[config.mk]
export PLATFORM = sky130hd
export DESIGN_NAME = conf_sched
export DESIGN_NICKNAME = d
export VERILOG_FILES = /design/src/rtl/conf_pkg.sv /design/src/rtl/conf_ramp.sv /design/src/rtl/conf_sched.sv
export SDC_FILE = /design/constraint.sdc
export NUM_CORES = 1
export LEC_CHECK = 0
export ABC_AREA = 1
export CAP_MARGIN = 20
export CORE_UTILIZATION = 50
export CTS_BUF_LIST = sky130_fd_sc_hd__clkbuf_16
export CTS_CLUSTER_DIAMETER = 150
export CTS_CLUSTER_SIZE = 12
export DETAILED_ROUTE_END_ITERATION = 8
export PLACE_DENSITY = 0.74
export SYNTH_ARGS = -nofsm -noshare
export SYNTH_HDL_FRONTEND = slang
export SYNTH_SLANG_ARGS = --single-unit
[constraint.sdc]
create_clock -name clk -period 3.6 [get_ports clk]
set_input_delay 0.72 -clock clk [delete_from_list [all_inputs] [get_ports clk]]
set_output_delay 0.72 -clock clk [all_outputs]
set_load 0.005 [all_outputs]
[src/rtl/conf_pkg.sv]
// Shared definitions for the configuration scheduler: word indices, FSM states, bank type.
// Latency: n/a (types and constants only).
// Backpressure: n/a.
package conf_pkg;

    localparam int CP_PAR_W = 8;
    localparam int CP_PAR_N = 5;

    // Position of each parameter inside the frame / bank
    localparam int IDX_PW   = 0;
    localparam int IDX_FREQ = 1;
    localparam int IDX_OCD  = 2;
    localparam int IDX_PRED = 3;
    localparam int IDX_GEN  = 4;

    typedef enum logic [1:0] {
        ST_IDLE    = 2'd0,
        ST_STAGED  = 2'd1,
        ST_COMMIT  = 2'd2,
        ST_LOCKOUT = 2'd3
    } conf_state_t;

    typedef logic [CP_PAR_N-1:0][CP_PAR_W-1:0] par_bank_t;

endpackage

[src/rtl/conf_ramp.sv]
// Pulse-width slew limiter: raises pw by one every RAMP_STEP_CLKS cycles toward the target.
// Latency: decreases pass through combinationally, increases step after RAMP_STEP_CLKS cycles.
// Backpressure: none; follows i_target every cycle, i_lock forces the ramp back to zero.
// Ports: clk/rst (sync, active-high), i_target committed pw, i_lock lockout active, o_pw limited pw.
module conf_ramp #(
    parameter int PAR_W          = 8,
    parameter int RAMP_STEP_CLKS = 50000
)(
    input  logic             clk,
    input  logic             rst,
    input  logic [PAR_W-1:0] i_target,
    input  logic             i_lock,
    output logic [PAR_W-1:0] o_pw
);

    localparam int               STEP_W    = (RAMP_STEP_CLKS > 1) ? $clog2(RAMP_STEP_CLKS) : 1;
    localparam logic [STEP_W-1:0] STEP_LAST = STEP_W'(RAMP_STEP_CLKS - 1);

    logic [PAR_W-1:0]  r_pw_cur;
    logic [STEP_W-1:0] r_step_cnt;

    always_ff @(posedge clk) begin
        if (rst || i_lock) begin
            r_pw_cur   <= '0;
            r_step_cnt <= '0;
        end else if (i_target <= r_pw_cur) begin
            // at or above target: snap down and keep the step timer parked
            r_pw_cur   <= i_target;
            r_step_cnt <= '0;
        end else if (r_step_cnt == STEP_LAST) begin
            r_pw_cur   <= r_pw_cur + 1'b1;
            r_step_cnt <= '0;
        end else begin
            r_step_cnt <= r_step_cnt + 1'b1;
        end
    end

    // A lowered target shows up in the same cycle it is committed
    assign o_pw = (i_target < r_pw_cur) ? i_target : r_pw_cur;

endmodule

[src/rtl/conf_sched.sv]
// Configuration scheduler: stages clamped UART frames, commits the bank atomically while the
// interrupter is idle, and latches an over-current lockout on repeated OCD trips.
// Latency: in_vld at N -> pending at N+1 -> commit/out_par at N+2 at the earliest.
// Backpressure: int_busy defers the commit indefinitely; a newer frame overwrites the staged one.
// Ports: clk, rst (sync, active-high); in_par/in_vld frame input; int_busy interrupter on-time;
//        ocd_trip trip strobe; out_par committed bank; commit pulse; pending staged flag; fault lockout.
// Option: CONF_SCHED_RAMP_EN adds a pw slew limiter (conf_ramp) on out_par word 0.
module conf_sched
    import conf_pkg::*;
#(
    parameter int PAR_W          = CP_PAR_W,
    parameter int PAR_N          = CP_PAR_N,
    parameter int PW_MAX         = 255,
    parameter int OCD_MAX        = 200,
    parameter int FAULT_MAX      = 3,
    parameter int FAULT_WIN_CLKS = 1000000
`ifdef CONF_SCHED_RAMP_EN
    ,
    parameter int RAMP_STEP_CLKS = 50000
`endif
)(
    input  logic                        clk,
    input  logic                        rst,
    input  logic [PAR_N-1:0][PAR_W-1:0] in_par,
    input  logic                        in_vld,
    input  logic                        int_busy,
    input  logic                        ocd_trip,
    output logic [PAR_N-1:0][PAR_W-1:0] out_par,
    output logic                        commit,
    output logic                        pending,
    output logic                        fault
);

    localparam int                CNT_W      = $clog2(FAULT_MAX + 1);
    localparam int                TMR_W      = (FAULT_WIN_CLKS > 1) ? $clog2(FAULT_WIN_CLKS) : 1;
    localparam logic [CNT_W-1:0]  CNT_LOCK   = CNT_W'(FAULT_MAX);
    localparam logic [CNT_W-1:0]  CNT_ONE    = CNT_W'(1);
    localparam logic [TMR_W-1:0]  TMR_LOAD   = TMR_W'(FAULT_WIN_CLKS - 1);
    localparam logic [PAR_W-1:0]  PW_CEIL    = PAR_W'(PW_MAX);
    localparam logic [PAR_W-1:0]  OCD_CEIL   = PAR_W'(OCD_MAX);
    localparam logic [PAR_W-1:0]  FREQ_FLOOR = PAR_W'(1);

    conf_state_t                 r_state;
    conf_state_t                 w_state_nxt;
    logic [PAR_N-1:0][PAR_W-1:0] r_stage;
    logic [PAR_N-1:0][PAR_W-1:0] r_out_par;
    logic [PAR_N-1:0][PAR_W-1:0] w_out_par;
    logic [CNT_W-1:0]            r_trip_cnt;
    logic [CNT_W-1:0]            w_cnt_nxt;
    logic [TMR_W-1:0]            r_timer;
    logic [TMR_W-1:0]            w_tmr_nxt;
    logic                        w_lock;
    logic [PAR_W-1:0]            w_pw_src;

    // Written as min/max selects so a ceiling equal to the full word range still synthesises away
    function automatic logic [PAR_N-1:0][PAR_W-1:0] clamp_frame(
        input logic [PAR_N-1:0][PAR_W-1:0] f
    );
        logic [PAR_N-1:0][PAR_W-1:0] c;
        c          = f;
        c[IDX_PW]   = (f[IDX_PW]   < PW_CEIL)    ? f[IDX_PW]   : PW_CEIL;
        c[IDX_OCD]  = (f[IDX_OCD]  < OCD_CEIL)   ? f[IDX_OCD]  : OCD_CEIL;
        c[IDX_FREQ] = (f[IDX_FREQ] < FREQ_FLOOR) ? FREQ_FLOOR  : f[IDX_FREQ];
        return c;
    endfunction

    // Trip window: the first trip arms the timer; the expiry cycle clears the count unless a
    // trip lands in it, in which case that trip opens a fresh window.
    always_comb begin
        w_cnt_nxt = r_trip_cnt;
        w_tmr_nxt = r_timer;
        if (r_trip_cnt == '0) begin
            if (ocd_trip) begin
                w_cnt_nxt = CNT_ONE;
                w_tmr_nxt = TMR_LOAD;
            end
        end else if (r_timer == '0) begin
            if (ocd_trip) begin
                w_cnt_nxt = CNT_ONE;
                w_tmr_nxt = TMR_LOAD;
            end else begin
                w_cnt_nxt = '0;
            end
        end else begin
            w_tmr_nxt = r_timer - 1'b1;
            if (ocd_trip) begin
                w_cnt_nxt = r_trip_cnt + 1'b1;
            end
        end
        w_lock = (w_cnt_nxt >= CNT_LOCK);
    end

    always_comb begin
        w_state_nxt = r_state;
        case (r_state)
            ST_IDLE: begin
                if (in_vld) w_state_nxt = ST_STAGED;
            end
            ST_STAGED: begin
                // a frame arriving now replaces the staged one and restarts the wait
                if (in_vld)         w_state_nxt = ST_STAGED;
                else if (!int_busy) w_state_nxt = ST_COMMIT;
            end
            ST_COMMIT: begin
                w_state_nxt = in_vld ? ST_STAGED : ST_IDLE;
            end
            ST_LOCKOUT: begin
                w_state_nxt = ST_LOCKOUT;
            end
            default: begin
                w_state_nxt = ST_IDLE;
            end
        endcase
        if (w_lock) w_state_nxt = ST_LOCKOUT;
    end

    always_ff @(posedge clk) begin
        if (rst) begin
            r_state    <= ST_IDLE;
            r_stage    <= '0;
            r_out_par  <= '0;
            r_trip_cnt <= '0;
            r_timer    <= '0;
        end else begin
            r_state <= w_state_nxt;
            if (in_vld) begin
                r_stage <= clamp_frame(in_par);
            end
            // out_par changes on entry to COMMIT so it lines up with the commit pulse
            if (w_state_nxt == ST_COMMIT && r_state != ST_COMMIT) begin
                r_out_par <= r_stage;
            end
            if (r_state != ST_LOCKOUT) begin
                r_trip_cnt <= w_cnt_nxt;
                r_timer    <= w_tmr_nxt;
            end
        end
    end

`ifdef CONF_SCHED_RAMP_EN
    conf_ramp #(
        .PAR_W          (PAR_W),
        .RAMP_STEP_CLKS (RAMP_STEP_CLKS)
    ) u_ramp (
        .clk      (clk),
        .rst      (rst),
        .i_target (r_out_par[IDX_PW]),
        .i_lock   (r_state == ST_LOCKOUT),
        .o_pw     (w_pw_src)
    );
`else
    assign w_pw_src = r_out_par[IDX_PW];
`endif

    always_comb begin
        w_out_par         = r_out_par;
        w_out_par[IDX_PW] = w_pw_src;
        if (r_state == ST_LOCKOUT) begin
            w_out_par[IDX_PW] = '0;
        end
    end

    assign out_par = w_out_par;
    assign commit  = (r_state == ST_COMMIT);
    assign pending = (r_state == ST_STAGED);
    assign fault   = (r_state == ST_LOCKOUT);

endmodule

After elaboration in Yosys (flattened, before gate mapping)

Index checks and enable logic that the tools add are counted.

Add/sub/neg operators: 2
$mul: 0
Div/mod/pow operators: 0
$lt $le $gt $ge: 4
Eq/ne operators: 6
Shift-type cells: 0
Multiplexer cells: 18
Bitwise gates (word level): 0
Reductions and logical operators: 4

Operator list:

| cell                                                                 | count |
|---|---|
| 20-bit 2-to-1 mux                                                    | 3 |
| 8-bit 2-to-1 mux                                                     | 4 |
| 20-bit logical NOT                                                   | 1 |
| 20-bit by 1-bit subtractor with 20-bit output, second input constant | 1 |
| 8-bit < comparator, second input constant                            | 2 |
| 2-bit 2-to-1 mux                                                     | 8 |
| 8-bit by 1-bit < comparator with 1-bit output, second input constant | 1 |
| 2-bit one-hot mux with 4 select lines                                | 1 |
| 2-bit == test, second input constant                                 | 3 |
| 2-bit logical NOT                                                    | 2 |
| 2-bit inequality test, second input constant                         | 2 |
| 2-bit by 1-bit adder with 2-bit output, second input constant        | 1 |
| 2-bit by 1-bit == test with 1-bit output, second input constant      | 1 |
| 2-bit greater-or-equal comparator, second input constant             | 1 |
| 1-bit 2-to-1 mux                                                     | 2 |
| 1-bit logical AND                                                    | 1 |

Register bits after elaboration: 104
Bits in latches: 0
RAM bits: 0
Bits in read-only memories: 0
Bits of input ports: 45
Logic and storage cells: 47
Memories: 0

Depth between registers and ports, before layout

Gate-level depths: netlist (run 1).

Word-level depth: 8
Gate-level depth with buffers: 14
Mapped depth without buffers: 13

Worst setup path before layout (run 1)

Ideal clock, no wire load.

Path type: reg2out
Start point: register r_state[0]
End point: output out_par[0] (netlist bit)
Arrival: 1,254 ps
Slack: 1,626 ps
Stages on the path, launching flop included: 6
Buffers on the path: 2
Path through: dfxtp_1 nand2_1 inv_1 clkbuf_1 buf_1 nor2_1

RTL lines:

| item                   | line              | RTL |
|---|---|---|
| start, declared        | conf_sched.sv:43  | `conf_state_t r_state;` |
| start signal, assigned | conf_sched.sv:125 | `r_state <= w_state_nxt;` |
| end, declared          | conf_sched.sv:28  | `output logic [PAR_N-1:0][PAR_W-1:0] out_par,` |

Worst setup path after layout (run 1)

Start point: register r_state[0]
End point: output fault

Cells in the longest elaborated chain, start to end: 1

RTL lines:

| item          | line              | RTL |
|---|---|---|
| 2-bit == test | conf_sched.sv:166 | `assign fault = (r_state == ST_LOCKOUT);` |
| end, declared | conf_sched.sv:31  | `output logic fault` |

Every way passes these cells.

==> results of run 1 <==
==> cell families after synthesis <==
logic type | after synthesis
simple gates | 295
buf+inv | 193
xor+xnor | 9
compound gates | 132
flops | 104
fa+ha+maj | 3
==> tightest hold or removal path: stages, from the launching register on <==
cell	delay, ns
dfxtp_1	0.30
inv_1	0.06
a21oi_1	0.05
==> final cells by class <==
class	count	area (µm²)	area share, %
clock buffer	9	225	3.62
clock inverter	7	93.8	1.51
inverter	153	574	9.24
multi-input combinational	439	2140	34.5
sequential	104	2080	33.5
tap	133	166	2.68
timing repair buffer	95	931	15.0
==> how the worst max path moves through the flow <==
stage	from	cells after the start	end
finish	r_state[0]$_SDFF_PP0_	3	fault
global route	r_trip_cnt[0]$_SDFFE_PP0N_	11	out_par[13]$_SDFFE_PP0P_
CTS	r_state[0]$_SDFF_PP0_	3	fault
detailed placement	ocd_trip	10	w_pw_src[7]$_SDFFE_PP0P_
global placement	ocd_trip	10	w_pw_src[7]$_SDFFE_PP0P_
floorplan	r_state[0]$_SDFF_PP0_	5	out_par[0]
==> metrics by stage <==
step	std cells	total power (W)	hold slack [ns]
after floorplan	736	0.00200	0.430
after global placement	924	0.00224	0.438
after detailed placement	924	0.00227	0.444
after CTS	940	0.00330	0.457
after global routing	940	0.00349	0.474
final	940	0.00329	0.456
==> registers in the layout, summed over array words and instances (netlist names) <==
register	count
w_pw_src	8
r_trip_cnt	2
r_stage	40
out_par	32
r_state	2
r_timer	20
==> where the power goes <==
group,internal (W),switching (W)
registers,0.00127,0.0000890
clock network,0.000562,0.000475
logic,0.000346,0.000552
==> per-layer routing <==
metal  routed length (µm)  vias to the layer above  track usage (%)
met2                 5710                      146             41.3
met1                 5330                     2177             30.8
li1                     -                     2440                -
met4                  205                        0             8.25
met5                    0                        -                0
met3                  688                       22             4.21
==> layout by cell type (no fill, tap or decap), types with 2 or more instances in the layout <==
cell and count:
a211oi_1 6, a21oi_1 60, a31oi_1 4, buf_4 8, clkbuf_16 9, clkdlybuf4s50_1 87
dfxtp_1 104, ha_1 3, inv_1 141, inv_2 12, inv_8 2, nand2_1 127
nand2_2 2, nand3_1 16, nand4_1 43, nor2_1 87, nor2_2 4, nor3_1 9
o211ai_1 3, o21ai_0 55, xnor2_1 2, xor2_1 7
==> results.md, run 1 <==
- FILL cells: 894
- Least-Margin Pin Slew: 0.894 ns
- Clk root buf: clkbuf_16
- Hold bufs inserted after CTS: 0
- Worst path bufs/invs: 2
- H-tree levels: 3
- Period utilization: 74.9%
- CTS tree: built
- Post-synth EDFFs: 0
- Clk slew on worst S/H paths: 0.07 ns
- Synth top cells by count: inv_1, nand2_1, dfxtp_1, nor2_1, a21oi_1
- Most used DFF post-synth: dfxtp_1
- # clock sinks: 104
- Most frequent cell after synthesis: inv_1
- Setup-failing EPs final: 0
- R2R Setup Slk: 0.96 ns
- Ranking of synthesized cells by area: dfxtp_1, inv_1, nand2_1
- Fraction of registers with async set/reset: 0%
- Worst skew pair latency: 0.35 ns
- Ant diodes: 0
- Pwr Density: 530 nW/µm²
- Critical Setup Path Class: register to output pin
- Overall Global Routing Usage: 24.2%
- Routability Congestion: 0.932
- Worst path arrival time: 1.98 ns
- RSZ-0062 raised after global routing: no
- Status: finished clean
- Seq cells post-synth: 104
- Hold Path Origin: r_stage[31]$_SDFFE_PP0P_
- Syn nets: 784
- Post-layout minimum cycle time: 2.70 ns
- Count of unique library cells instantiated by Yosys: 33
- Mean Syn Cell Area: 6.76 µm²
- Initial antenna violation count: 0
- Final ANT Viol Nets: 0
- Resized cells post-CTS: 0
- Fmax achieved: 0.371 GHz
- Post-route cell area: 6210 µm²
- Chip Height: 102 µm
- Fin. Hold Viols: 0
- HPWL Detailed: 8.11 mm
- WL/cell: 12.7 µm
- Max-slew headroom at the worst pin: 40.3%
- Worst vdd ir: 0.000359 V
- Core ar.: 9730 µm²
- Postcts setup bufs: 0
- Mux share of post-synthesis cell area: 0%
- First-pass GRT wire length: 19.8 mm
- Cts bufs inserted: 9
- Final TNS setup: 0 ns
- Syn-to-layout area delta: 24.9%
- Vias in the first global route: 4339
- Post-synthesis compound-gate area fraction: 14.3%
- TritonRoute pass-1 iters: 5
- Die Area: 10400 µm²
- Clock skew: 0.0100 ns
- Pre-CTS setup slack: 0.707 ns
- Sequential share of the synthesized area: 41.8%
- Slowest CP cell: clkdlybuf4s50_1
- Hold path cells: 2
- Row cnt: 36
- Largest family of logic cells by synthesized area: simple AND/OR/NAND/NOR gates
- Via/cell ratio: 5.09
- Slowest Stage Delay on Critical Path: 0.63 ns
- I/O Buffers: 87
- Cell Area, Placed: 5900 µm²
- DRT Wirelength: 11.9 mm
- Area leader, netlist: dfxtp_1
- Max Cap Viol: 0
- Count of pins over their slew limit: 0
- CP max FO: 20
- Top delay family on crit path: buffers and inverters
- Initial Utilization: 51.2%
- Hold Path Sink: r_stage[31]$_SDFFE_PP0P_
- Simple-gate share of the synthesized area: 26.1%
- Final core occ: 63.9%
- Reg-to-Reg End: w_pw_src[7]$_SDFFE_PP0P_
- Vias: 4785
- Max clock buf depth: 2
- Worst reg2reg startpoint: r_trip_cnt[1]$_SDFFE_PP0N_
- XOR/XNOR Fraction of Synth Area: 1.58%
- Crit path capture type: output pin
- Mapped cell area: 4980 µm²
- PnR worst setup slack: 0.904 ns
- Drc violations: 0
- Layout Nets: 850
- Synth Area in Adders: 0.754%
- Top-area cell type share of the netlist area: 41.8%
- Io pins: 88
- Worst Reg2Reg Path Length in Cells: 11
- Hold Crit Class: register to register
- Synth Instances: 736
- Largest net degree at the start of global routing: 64
- Synthesis Warnings: 0
- Global route overflow: 0
- Worst path cell trace: nand2_1 -> inv_1 -> clkdlybuf4s50_1
- Worst EP required: 2.88 ns
- Share of layout cells above drive strength 1: 5.95%
- Die X: 102 µm
- Startpoint types: register
- Drt initial violations: 289
- Leak Pwr: 2.74 nW
Note: power is estimated with default switching activity, not from simulation.
==> inputs of run 2 (changes only) <==
clock period = 2.6 ns   (was 3.6 ns; I/O delays follow)
==> run 2 against run 1 <==
Sequential cell count did not move; die area did not move; power rose by 35%; global-route usage fell by 0.43 points; sequential share of layout area fell by 0.62 points; clock power rose by 24%; combinational power rose by 44%; hold slack got worse by 0.0012 ns; largest power group unchanged; setup slack got worse by 0.55 ns; critical path depth rose by 10; wire length rose by 0.34%.
==> results.md, run 2 (synthesis gave the netlist of run 1 again) <==
- Worst vdd ir: 0.000457 V (+27%)
- Period utilization: 86.3%
- Drt initial violations: 233 (-19%)
- Placed cells: 936 (+1.3%)
- Drc violations: 0 (unchanged)
- H-tree levels: 3 (unchanged)
- Hold path cells: 2 (unchanged)
- Termination of the worst setup path: out_par[16]$_SDFFE_PP0P_
- Crit. Startpoint: r_timer[0]$_SDFFE_PP0N_
- Final ANT Viol Nets: 0 (unchanged)
- Share of layout cells above drive strength 1: 7.08% (+1.1 points)
- Initial antenna violation count: 0 (unchanged)
- Cts bufs inserted: 9 (unchanged)
- Io pins: 88 (unchanged)
- Fin. Hold Viols: 0 (unchanged)
- Clk root buf: clkbuf_16
- WP depth: 13 (+10)
- Met1 global-route usage: 29.2% (-1.6 points)
- Reg-to-Reg End: out_par[16]$_SDFFE_PP0P_
- R2R Setup Slk: 0.36 ns (-0.60 ns)
- Die X: 102 µm (unchanged)
- Pre-CTS setup slack: 0.139 ns (-0.568 ns)
- Postcts setup bufs: 0 (unchanged)
- I/O Buffers: 87 (unchanged)
- Slowest CP cell: dfxtp_1
- Max-slew headroom at the worst pin: 63.0% (+23 points)
- Worst skew pair latency: 0.34 ns (about the same)
- Top delay family on crit path: simple AND/OR/NAND/NOR gates
- Worst path cell trace: inv_1 -> ha_1 -> nand2_2 -> nor2_2 -> nand3b_2 -> nand2_1 -> a21oi_1 -> nand2_2 -> nand3_4 -> buf_4 -> nand2_1 -> inv_2 -> nor2_1
- PnR worst setup slack: 0.355 ns (-0.548 ns)
- Biggest register: r_stage
- Non-Filler Instances: 952 (+1.3%)
- Largest net degree at the start of global routing: 56 (-13%)
- CP max FO: 11 (-45%)
- Max clock buf depth: 2 (unchanged)
- Most frequent cells in the layout: inv_1, nand2_1, dfxtp_1, nor2_1, clkdlybuf4s50_1
- Clk slew on worst S/H paths: 0.08 ns (about the same)
- Global route overflow: 0 (unchanged)
- Vias: 4819 (+0.71%)
- Fmax achieved: 0.445 GHz
- Met2 GRT Util: 42.4% (+1.1 points)
- Overall Global Routing Usage: 23.8% (-0.43 points)
- Initial Utilization: 51.2% (unchanged)
- Via/cell ratio: 5.06 (-0.56%)
- Met3 usage: 4.42% (+0.21 points)
- Hold Path Origin: r_stage[25]$_SDFFE_PP0P_
- Row cnt: 36 (unchanged)
- # clock sinks: 104 (unchanged)
- Final core occ: 65.1% (+1.2 points)
- Crit path capture type: register
- Leak Pwr: 2.81 nW (+2.5%)
- Least-Margin Pin Slew: 0.551 ns (-0.343 ns)
- Worst path arrival time: 2.49 ns (+0.51 ns)
- Hold bufs inserted after CTS: 0 (unchanged)
- Clock skew: 0.00710 ns (-0.00292 ns)
- Most Crowded Layer GR: met2
- Post-route cell area: 6330 µm² (+1.9%)
- Max Cap Viol: 0 (unchanged)
- Layout Nets: 862 (+1.4%)
- WL/cell: 12.6 µm (-0.93%)
- Multi-input gate area: 2140 µm² (unchanged)
- Post-layout minimum cycle time: 2.24 ns
- Cell Area, Placed: 6050 µm² (+2.6%)
- Slowest Stage Delay on Critical Path: 0.43 ns (-0.20 ns)
- Pwr Density: 704 nW/µm² (+33%)
- Worst reg2reg startpoint: r_timer[0]$_SDFFE_PP0N_
- FF+latch area: 2080 µm² (unchanged)
- Worst EP required: 2.85 ns (-0.03 ns)
- TritonRoute pass-1 iters: 5 (unchanged)
- HPWL Detailed: 8.40 mm (+3.5%)
- Count of pins over their slew limit: 0 (unchanged)
- Hold Crit Class: register to register
- Ant diodes: 0 (unchanged)
- Status: finished clean
- Critical Setup Path Class: register to register
- FILL cells: 888 (-0.67%)
- Startpoint types: register
- RSZ-0062 raised after global routing: no
- CTS tree: built
- Routability Congestion: 0.910 (-2.4%)
- Setup-failing EPs final: 0 (unchanged)
- DRT Wirelength: 12.0 mm (+0.34%)
- First-pass GRT wire length: 19.6 mm (-1.1%)
- Chip Height: 102 µm (unchanged)
- Most common cell after layout, fill and taps aside: inv_1
- Final TNS setup: 0 ns (unchanged)
- Die Area: 10400 µm² (unchanged)
- Worst path bufs/invs: 3 (+1)
- Core ar.: 9730 µm² (unchanged)
- Vias in the first global route: 4369 (+0.69%)
- Syn-to-layout area delta: 27.2%
- Max reg flops: 40 (unchanged)
- Worst Reg2Reg Path Length in Cells: 13 (+2)
[run 2: stage by stage]
step,hold slack (ns),power [W]
6_report,0.455,0.00446
5_1_grt,0.470,0.00472
4_1_cts,0.454,0.00447
3_5_place_dp,0.444,0.00319
3_3_place_gp,0.438,0.00315
2_1_floorplan,0.430,0.00276
[run 2: cell type report]
cell class | count | area share (%)
well taps | 133 | 2.63
clock inverters | 7 | 0.850
multi-input cells | 439 | 33.8
flip-flops and latches | 104 | 32.9
inverters | 153 | 9.07
clock buffers | 9 | 3.56
repair buffers | 107 | 17.2
[run 2: worst min path at each step]
stage | slack, ns | endpoint
finish | 0.45 | r_stage[25]$_SDFFE_PP0P_
global route | 0.47 | r_stage[25]$_SDFFE_PP0P_
CTS | 0.45 | r_stage[27]$_SDFFE_PP0P_
detailed placement | 0.44 | r_stage[27]$_SDFFE_PP0P_
global placement | 0.44 | r_stage[27]$_SDFFE_PP0P_
floorplan | 0.43 | r_stage[24]$_SDFFE_PP0P_
[run 2: repair_timing]
action | 4_1_cts | 5_1_grt
resized for setup | 0 | 1
endpoints found under the hold margin | 0 | 0
setup endpoints to repair | 0 | 1
[run 2: power by group]
part           switching (W)  internal [W]  total, W
clock network       0.000624      0.000661   0.00129
logic               0.000778      0.000515   0.00129
registers           0.000121       0.00176   0.00188
total                0.00152       0.00293   0.00446
[run 2: metal layers]
layer,wire length (µm),vias to the layer above
li1,-,2463
met1,5350,2203
met2,5850,132
met3,582,21
met4,191,0
met5,0,-
[run 2: worst min-delay path: cells and delay by family, from the launching register on]
family,cells,cell delay (ns)
flops,1,0.30
buf+inv,1,0.06
compound gates,1,0.05
==> inputs of run 3 (changes only) <==
TNS_END_PERCENT = 1   (was not set)
==> results of run 3 <==
Final layout, timing and power as in run 2 (identical DEF).
